==> src/rtl/lif_sweep_scheduler.sv <==
// Time-multiplexed leaky integrate-and-fire controller: one shared update datapath
// sweeps N_NEURONS virtual neurons per tick and emits spikes over valid/ready.
module lif_sweep_scheduler #(
    parameter int unsigned N_NEURONS  = 8,
    parameter int unsigned VW         = 16,
    parameter int unsigned IW         = 8,
    parameter int unsigned VTH        = 50,
    parameter int unsigned LEAK_SHIFT = 3,
    parameter int unsigned REFRAC     = 2,
    localparam int unsigned AW        = $clog2(N_NEURONS)
) (
    input  logic          clk,
    input  logic          reset,
    input  logic          tick,
    output logic [AW-1:0] i_addr,
    input  logic [IW-1:0] i_data,
    output logic          spike_valid,
    output logic [AW-1:0] spike_id,
    input  logic          spike_ready,
    output logic          busy,
    output logic          done,
    output logic [AW-1:0] cur_idx,
    output logic          overrun,
    input  logic [AW-1:0] dbg_addr,
    output logic [VW-1:0] dbg_vmem
);
    typedef enum logic [1:0] {S_IDLE, S_UPDATE, S_DONE} state_t;

    localparam logic [VW-1:0] VTH_V    = VW'(VTH);
    localparam logic [3:0]    REFRAC_V = 4'(REFRAC);
    localparam logic [AW-1:0] LAST_IDX = AW'(N_NEURONS - 1);

    state_t        state;
    logic [VW-1:0] vmem [N_NEURONS];
    logic [3:0]    refc [N_NEURONS];

    logic [VW-1:0] v_cur;
    logic [3:0]    r_cur;
    logic [VW:0]   full;
    logic [VW-1:0] sum;
    logic          stall, proc, fire, nxt_sv;

    assign i_addr   = cur_idx;
    assign dbg_vmem = vmem[dbg_addr];

    always_comb begin
        v_cur  = vmem[cur_idx];
        r_cur  = refc[cur_idx];
        full   = {1'b0, v_cur} - {1'b0, v_cur >> LEAK_SHIFT} + {{(VW + 1 - IW){1'b0}}, i_data};
        sum    = full[VW] ? '1 : full[VW-1:0];
        fire   = (r_cur == 4'd0) && (sum >= VTH_V);
        stall  = spike_valid && !spike_ready;
        proc   = (state == S_UPDATE) && !stall;
        // A new spike on a processing cycle overrides the clear from a completed handshake.
        nxt_sv = (proc && fire) ? 1'b1 : (spike_ready ? 1'b0 : spike_valid);
    end

    always_ff @(posedge clk) begin
        if (reset) begin
            state       <= S_IDLE;
            cur_idx     <= '0;
            spike_valid <= 1'b0;
            spike_id    <= '0;
            busy        <= 1'b0;
            done        <= 1'b0;
            overrun     <= 1'b0;
            for (int unsigned i = 0; i < N_NEURONS; i++) begin
                vmem[i] <= '0;
                refc[i] <= '0;
            end
        end else begin
            done        <= 1'b0;
            spike_valid <= nxt_sv;
            if (proc && fire)
                spike_id <= cur_idx;
            if (tick && state != S_IDLE)
                overrun <= 1'b1;

            case (state)
                S_IDLE: begin
                    if (tick) begin
                        state   <= S_UPDATE;
                        cur_idx <= '0;
                        busy    <= 1'b1;
                    end
                end
                S_UPDATE: begin
                    if (proc) begin
                        if (r_cur != 4'd0) begin
                            vmem[cur_idx] <= '0;
                            refc[cur_idx] <= r_cur - 4'd1;
                        end else if (fire) begin
                            vmem[cur_idx] <= '0;
                            refc[cur_idx] <= REFRAC_V;
                        end else begin
                            vmem[cur_idx] <= sum;
                        end
                        if (cur_idx == LAST_IDX) begin
                            state <= S_DONE;
                            done  <= !nxt_sv;
                        end else begin
                            cur_idx <= cur_idx + AW'(1);
                        end
                    end
                end
                S_DONE: begin
                    // done is registered one cycle ahead so it coincides with spike_valid low.
                    if (!spike_valid) begin
                        state <= S_IDLE;
                        busy  <= 1'b0;
                    end else begin
                        done <= !nxt_sv;
                    end
                end
                default: state <= S_IDLE;
            endcase
        end
    end
endmodule

==> config.mk <==
export PLATFORM = sky130hd
export DESIGN_NAME = lif_sweep_scheduler
export DESIGN_NICKNAME = d
export VERILOG_FILES = /design/src/rtl/lif_sweep_scheduler.sv
export SDC_FILE = /design/constraint.sdc
export NUM_CORES = 1
export LEC_CHECK = 0
export CAP_MARGIN = 20
export CORE_AREA = 5 5 161 163
export DETAILED_ROUTE_END_ITERATION = 8
export DIE_AREA = 0 0 166 168
export PLACE_DENSITY = 0.62
export SETUP_SLACK_MARGIN = 0.02
export SYNTH_ARGS = -nofsm -noshare
export SYNTH_HDL_FRONTEND = slang
export SYNTH_SLANG_ARGS = --single-unit
==> constraint.sdc <==
create_clock -name clk -period 6.2 [get_ports clk]
set_input_delay 0.93 -clock clk [delete_from_list [all_inputs] [get_ports clk]]
set_output_delay 0.93 -clock clk [all_outputs]
set_load 0.1 [all_outputs]
=== Word level (Yosys, flattened, before mapping) ===
Memories as Yosys holds them, arrays and structs flattened. A register that Yosys moved wholly into a read port is not among the register bits.
Cells that the tools add are included.

* Output and inout port bits: 29
* Logic and storage cells: 95
* Register bits: 12
* Bits of input ports: 15
* Latch bits: 0
* Memory bits (writable): 160
* Memory bits (read-only): 0
* Memories: 2

* Shift-type cells: 0
* Reductions and logical operators: 19
* Add/sub/neg operators: 4
* Divide/modulo/power cells: 0
* Multiplexer cells: 51
* Equal/unequal tests: 8
* Magnitude comparators: 1
* Bitwise operators: 3
* Multipliers: 0

{| class="wikitable"
|+ Memory list
! name !! depth !! width !! rd ports !! clocked after Yosys merged registers in !! wr ports !! line !! text
|-
| vmem || 8 || 16 || 2 || 1 || 8 || 34 || <nowiki>logic [VW-1:0] vmem [N_NEURONS];</nowiki>
|-
| refc || 8 || 4 || 1 || 1 || 8 || 35 || <nowiki>logic [3:0] refc [N_NEURONS];</nowiki>
|}

{| class="wikitable"
|+ Operators with widths
! cell !! count
|-
| 16-bit two-way mux || 4
|-
| 1-bit two-way mux || 28
|-
| 3-bit two-way mux || 9
|-
| 17-bit by 8-bit adder with 17-bit output || 1
|-
| 16-bit by 13-bit subtractor with 17-bit output || 1
|-
| 16-bit by 6-bit greater-or-equal comparator with 1-bit output (second input constant) || 1
|-
| 16-bit OR reduction || 1
|-
| 2-bit two-way mux || 4
|-
| 4-bit two-way mux || 2
|-
| 2-bit != test (second input constant) || 4
|-
| 4-bit AND reduction || 2
|-
| 2-bit one-hot mux with 3 select lines || 1
|-
| 3-bit one-hot mux with 2 select lines || 1
|-
| 2-bit nonzero test || 3
|-
| 1-bit logical AND || 5
|-
| 4-bit logical NOT || 1
|-
| 1-bit one-hot mux with 2 select lines || 2
|-
| 4-bit nonzero test || 1
|-
| 4-bit OR reduction || 1
|-
| 4-bit by 1-bit subtractor with 4-bit output (second input constant) || 1
|-
| 3-bit by 1-bit adder with 3-bit output (second input constant) || 1
|-
| 3-bit equality test (second input constant) || 1
|-
| 1-bit logical NOT || 3
|-
| 1-bit bitwise OR || 3
|-
| other kinds (5) || 5
|}

=== Depth between registers and ports, before layout ===
Gate-level depths: netlist of the first run.

* Depth in word-level cells: 15
* Mapped depth: 21
* Depth with buffers taken out: 17

=== Worst setup path after synthesis of the first run ===
No wires, ideal clock.

* Path type: flip-flop to flip-flop
* Start point: reg with a tool-made name
* End point: mem refc[4][0] (enable)
* Clock period less this slack: 5.255 ns
* Stages on the path, launching flop included: 18
* Data arrival time: 4.985 ns
* Path buffers: 3
* Slack: 0.945 ns
* Cell sequence: dfxtp_1 -> buf_2 -> buf_1 -> mux4_2 -> mux2_2 -> fa_1 -> inv_1 -> ha_1 -> a21o_1 -> a21oi_2 -> xor2_2 -> a31o_2 -> o2111ai_1 -> nor4_2 -> nand4b_1 -> buf_2 -> nand3_1 -> nand2b_1

{| class="wikitable"
|+ RTL lines
! item !! line
|-
| end: declaration || 35
|}

==> impl_metrics.csv, run 1 <==
group,metric,value,unit
run,drv_cap,0,
synthesis,async_reset_ff_share,0,%
route,ant_nets,0,
place,pre_cts_slack,630,ps
timing,setup_tns,0,ps
setup_path,crit_end,"vmem[5][4]",
synthesis,post-synth-top-count-cell,"edfxtp_1",
clock_network,post_cts_resized,0,
timing,slew_violations,0,
clock_network,cts_buffer_depth,2,
cells_and_area,areaGrowthSynthToFinish,17.1,%
synthesis,syn_area,9550,sq um
route,routed_wl,22500,um
route,drc,0,
clock_network,insertion_delay,430,ps
clock_network,cts_hold_buf,0,
status,status,"complete, no violations",
synthesis,synthCells,660,
route,routedWlPerCell,20.1,um
timing,fmax,0.179,GHz
synthesis,syn_avg_cell_area,14.5,sq um
die,fp.dieArea,27900,sq um
clock_network,numCtsBuffers,17,
timing,hold_violations,0,
grt,grt_max_degree,33,
clock_network,cts_root_buffer,"clkbuf_16",
route,drt_iter0_markers,443,
clock_network,htree_levels,4,
timing,period_share,90.2,%
synthesis,synth_seq_cells,175,
timing,finClkSkew,13.2,ps
timing,setup_violations,0,
cells_and_area,fill_cells,2138,
die,io_pins,44,
clock_network,cts_setup_buffers,0,
die,dieHeight,168,um
timing,slew_headroom,27.8,%
grt,grt_pass1_vias,6133,
timing,finalWorstSetupSlack,609,ps
synthesis,synth_area_leaders,"edfxtp_1, mux4_2, ha_1, dfxtp_1, nor2_1",
setup_path,path_buf_inv,2,
synthesis,synth_edf_count,160,
die,start_util,39.5,%
grt,antenna_found_initial,0,
setup_path,cpLargestDelayFamily,"compound AO/OA/AOI/OAI gates",
setup_path,crit_top_cell,"buf_4",
min_path,min_path_type,"flip-flop to flip-flop",
synthesis,ys_top_cells_by_count,"edfxtp_1, mux4_2, nor2_1",
synthesis,netlist.area_leader.share,50.3,%
route,vias_per_cell,5.22,
setup_path,required,6410,ps
route,drtPass1Iterations,5,
setup_path,max_stage_delay,690,ps
setup_path,crit_cells,15,
synthesis,synthFlopType,"edfxtp_1",
power_and_ir_drop,p_leak,4.04,nW
die,die_x,166,um
power_and_ir_drop,power_density,306,nW/um^2
setup_path,ff2ff_setup_slack,610,ps
grt,gr-usage-all-layers,16.5,%
place,dp_hpwl,15200,um
setup_path,cp-end-kind,"flip-flop",
die,num_rows,57,
clock_network,tritoncts,"done",
grt,grt_pass1_wl,35600,um
clock_network,cts.sink_count,175,
timing,grt_setup_unrepaired,"no",
power_and_ir_drop,power,0.00342,W
power_and_ir_drop,ir_worst_vdd,0.000188,V
synthesis,synthDistinctLibCells,54,
setup_path,r2r-end,"vmem[5][4]",
grt,grt_overflow,0,
place,io_buffers,43,
setup_path,cp_slowest_cell,"dfxtp_2",
cells_and_area,antenna_cells,0,
place,gp_congestion,0.811,
setup_path,worst-setup-path-type,"flip-flop to flip-flop",
cells_and_area,final_area,11200,sq um
clock_network,clk_pin_slew,70,ps
synthesis,synth.largest_area_cell,"edfxtp_1",
synthesis,ys_warn_count,0,
cells_and_area,drive_gt1_share,22.1,%
setup_path,crit_path_cell_trace,"buf_4 -> mux4_2 -> mux2i_1 -> fa_1 -> ha_1 -> a21o_1 -> a211o_1 -> o211ai_2 -> nand2_2 -> a221oi_4 -> xor2_2 -> buf_4 -> nand4_1 -> or2_4 -> a211oi_1",
timing,period_needed,5590,ps
setup_path,cp_max_fo,30,
synthesis,ys_seq_area_share,53.5,%
setup_path,start_kind,"flip-flop",
setup_path,r2r_cells,15,
cells_and_area,final_nets,836,
die,core,24200,sq um
timing,worst_pin_slew,1080,ps
setup_path,arrival,5810,ps
place,placed_area,10600,sq um
route,vias,5855,
-- report_power, final --
group	internal, W	leakage (nW)	switching, W	total [W]
registers	0.00136	1.73	0.0000410	0.00140
logic	0.000358	2.03	0.000628	0.000986
clock network	0.000561	0.270	0.000472	0.00103
total	0.00228	4.04	0.00114	0.00342
-- area by class of cell --
cell class	count	area [sq um]	share of cell area (%)
Inverter	32	120	1.07
Clock buffer	18	429	3.84
Clock inverter	14	131	1.17
Sequential cell	175	5110	45.7
Multi-Input combinational cell	495	4440	39.7
Timing Repair Buffer	63	556	4.97
Tap cell	324	405	3.62
-- layout by cell type (no fill, tap or decap), types with 3 or more instances in the layout --
cell,netlist,final
edfxtp_1,160,160
conb_1,1,80
mux4_2,72,72
nor2_1,64,64
buf_4,3,35
nand2b_1,33,33
inv_1,32,32
ha_1,29,29
clkdlybuf4s50_1,0,26
mux2i_1,23,23
a211oi_1,21,21
mux2_2,20,20
a21oi_1,19,19
nor3_1,19,19
nand2_1,17,17
clkbuf_16,0,17
nand3_1,14,14
dfxtp_1,15,13
a21o_1,9,9
fa_1,8,8
inv_6,0,6
and2_1,5,5
xnor2_1,5,5
xor2_1,5,5
nor2b_1,4,4
nand4_1,4,4
o21ai_1,4,4
o21ai_0,4,4
o21a_1,3,3
a31oi_1,3,3
nand4b_1,3,3
clkinvlp_4,0,3
clkinv_2,0,3
-- sequential cells by signal, indices dropped and copies added (netlist names), named ones only --
register / flops
vmem: 128
cur_idx: 3
overrun: 1
done: 1
spike_id: 3
busy: 1
spike_valid: 1
refc: 32
state: 2
-- stage by stage --
| step | util [%] | std cells | hold slack [ps] |
|---|---|---|---|
| after floorplan | - | 739 | 490 |
| after global placement | 43.8 | 1088 | 451 |
| after detailed placement | 43.8 | 1088 | 456 |
| after CTS | 46.1 | 1120 | 473 |
| after global routing | 46.3 | 1121 | 499 |
| final | 46.3 | 1121 | 469 |
-- worst min path at each step --
| stage | start | end | slack, ps | depth (start not counted) |
|---|---|---|---|---|
| floorplan | state[0] | state[0] | 490 | 2 |
| global placement | overrun | overrun | 450 | 2 |
| detailed placement | overrun | overrun | 460 | 2 |
| CTS | overrun | overrun | 470 | 2 |
| global route | spike_id[0] | spike_id[0] | 500 | 2 |
| finish | overrun | overrun | 470 | 2 |
-- kinds of logic after synthesis --
logic type | share of synthesized area [%]
fa+ha+maj | 5.48
xor+xnor | 1.26
other cells | 0.0393
simple gates | 9.07
flops | 53.5
mux | 21.8
compound gates | 5.75
buf+inv | 3.18
-- per-layer routing --
metal / part of all wire [%] / GRT usage [%] / vias to the layer above
met2: 49 / 26.7 / 174
met3: 5.1 / 2.65 / 23
met4: 1.2 / 4.48 / 0
met5: 0 / 0 / -
li1: - / - / 2724
met1: 45 / 23.3 / 2934
-- worst register-to-register path: stages, from the launching register on --
cell and delay, ps:
dfxtp_2 690, buf_4 310, mux4_2 510, mux2i_1 500
fa_1 530, ha_1 220, a21o_1 200, a211o_1 290
o211ai_2 200, nand2_2 130, a221oi_4 320, xor2_2 300
buf_4 320, nand4_1 150, or2_4 390, a211oi_1 330
No activity file was read; power rests on OpenSTA's default activity.
==> run 2: changes to the inputs <==
Clock period 6.2 ns to 5.2 ns, I/O delays scaled along.
==> impl_metrics.csv, run 2 (same netlist as run 1, synthesis figures left out) <==
group,metric,value,unit
status,status,"complete, no violations",
setup_path,r2r_cells,15,
power_and_ir_drop,pwr-share-seq,39.9,%
die,die_x,166,um
die,core,24200,sq um
clock_network,cts_buffer_depth,2,
grt,grt_pass1_wl,35500,um
min_path,min_path_type,"flip-flop to flip-flop",
die,dieHeight,168,um
grt,antenna_found_initial,0,
timing,slew_headroom,25.7,%
cells_and_area,antenna_cells,0,
timing,grt_setup_unrepaired,"no",
clock_network,htree_levels,4,
power_and_ir_drop,power_density,364,nW/um^2
place,placed_area,10800,sq um
cells_and_area,largest_reg_flops,128,
cells_and_area,drive_gt1_share,24.7,%
cells_and_area,final_area,11400,sq um
route,drc,0,
setup_path,ff2ff_setup_slack,210,ps
timing,finClkSkew,14.8,ps
die,start_util,39.5,%
cells_and_area,final_util,47.3,%
clock_network,cts_root_buffer,"clkbuf_16",
die,num_rows,57,
route,routed_wl,22500,um
power_and_ir_drop,netSwitchingFraction,34.1,%
setup_path,cp_slowest_cell,"mux4_2",
power_and_ir_drop,netSwitchingPower,0.00142,W
setup_path,cp_max_fo,30,
route,vias_per_cell,5.20,
place,pre_cts_slack,107,ps
cells_and_area,final_common_cell,"edfxtp_1",
clock_network,numCtsBuffers,17,
clock_network,tritoncts,"done",
setup_path,crit_path_cell_trace,"buf_12 -> mux4_2 -> mux2_2 -> fa_1 -> inv_1 -> ha_1 -> a21o_1 -> a211o_1 -> o211ai_2 -> nand2_2 -> a221oi_4 -> xor2_4 -> nand4_1 -> or2_4 -> a211oi_1",
timing,fmax,0.200,GHz
route,routedWlPerCell,19.7,um
timing,period_share,96.1,%
clock_network,cts_hold_buf,0,
route,drtPass1Iterations,5,
clock_network,insertion_delay,440,ps
timing,finalWorstSetupSlack,205,ps
place,io_buffers,43,
route,vias,5943,
power_and_ir_drop,p_leak,4.16,nW
setup_path,arrival,5200,ps
power_and_ir_drop,ir_worst_vdd,0.000242,V
die,fp.dieArea,27900,sq um
setup_path,worst-setup-path-type,"flip-flop to flip-flop",
timing,period_needed,4990,ps
cells_and_area,layout_common_cells,"edfxtp_1, conb_1, mux4_2",
grt,grt_overflow,0,
setup_path,r2r-end,"vmem[6][1]",
cells_and_area,final_nets,858,
place,dp_hpwl,15100,um
cells_and_area,reg.largest.list,"vmem x128, refc x32",
grt,gr-usage-all-layers,16.6,%
cells_and_area,areaGrowthSynthToFinish,19.9,%
power_and_ir_drop,power_frac_comb,30.4,%
setup_path,crit_end,"vmem[6][1]",
power_and_ir_drop,cell_internal_pwr,0.00275,W
clock_network,clk_pin_slew,70,ps
cells_and_area,top_register,"vmem",
grt,grt_pass1_vias,6141,
power_and_ir_drop,p_clk_share,29.7,%
place,gp_congestion,0.829,
route,drt_iter0_markers,561,
grt,grt_max_degree,33,
route,ant_nets,0,
min_path,worstHoldStart,"spike_id[0]",
run,drv_cap,0,
die,io_pins,44,
timing,hold_violations,0,
setup_path,cp-end-kind,"flip-flop",
min_path,holdPathStages,2,
timing,setup_tns,0,ps
timing,slew_violations,0,
clock_network,cts.sink_count,175,
setup_path,max_stage_delay,520,ps
timing,setup_violations,0,
setup_path,start_kind,"flip-flop",
setup_path,required,5400,ps
timing,worst_pin_slew,1110,ps
==> run 2: changes by cell type in the layout (fill, tap and decap cells not counted), moves of 2 or more <==
cell and change:
buf_12 +3, buf_4 +17, buf_8 +2, clkinv_2 -3, clkinv_4 +3, inv_6 -3
inv_8 +5
==> run 2: metal layers <==
metal	wire length, um	global-route usage (%)	share of wire [%]
met5	0	0	0
met1	10300	22.8	46
met3	1110	3.05	4.9
met2	10800	27.2	48
met4	316	4.81	1.4
==> run 2: power by group through the flow <==
stage | sequential (W) | clock (W) | combinational, W
floorplan | 0.00170 | 0 | 0.000883
global placement | 0.00169 | 0 | 0.00123
detailed placement | 0.00169 | 0 | 0.00123
CTS | 0.00166 | 0.00126 | 0.00124
global route | 0.00167 | 0.00133 | 0.00137
finish | 0.00166 | 0.00124 | 0.00127
==> run 2: area by class of cell <==
class | count | area, sq um
clock buffers | 17 | 425
clock inverters | 15 | 143
fillers | 2144 | 12700
inverters | 32 | 120
multi-input cells | 495 | 4470
flip-flops and latches | 175 | 5110
well taps | 324 | 405
repair buffers | 85 | 773
==> run 2: worst min path at each step <==
stage | to | slack [ps]
floorplan | state[0] | 490
global placement | overrun | 450
detailed placement | overrun | 470
CTS | spike_id[0] | 480
global route | spike_id[2] | 500
finish | spike_id[0] | 480
==> run 2: critical path, delay by kind of cell, from the launching register on <==
| kind | cells | cell delay, ps |
|---|---|---|
| simple gates | 3 | 630 |
| flops | 1 | 360 |
| xor+xnor | 1 | 280 |
| fa+ha+maj | 2 | 890 |
| mux | 2 | 880 |
| compound gates | 5 | 1460 |
| buf+inv | 2 | 230 |
==> run 2: timing repair <==
item | 4_1_cts | 5_1_grt
buffers inserted | 0 | 1
setup endpoints to repair | 0 | 81
gates resized for setup | 0 | 5
==> run 2: through the flow <==
step | power (W) | instances | hold WS (ps)
global placement | 0.00292 | 1107 | 455
detailed placement | 0.00292 | 1107 | 468
finish | 0.00417 | 1143 | 476
CTS | 0.00416 | 1139 | 483
global route | 0.00437 | 1143 | 498
floorplan | 0.00259 | 739 | 490
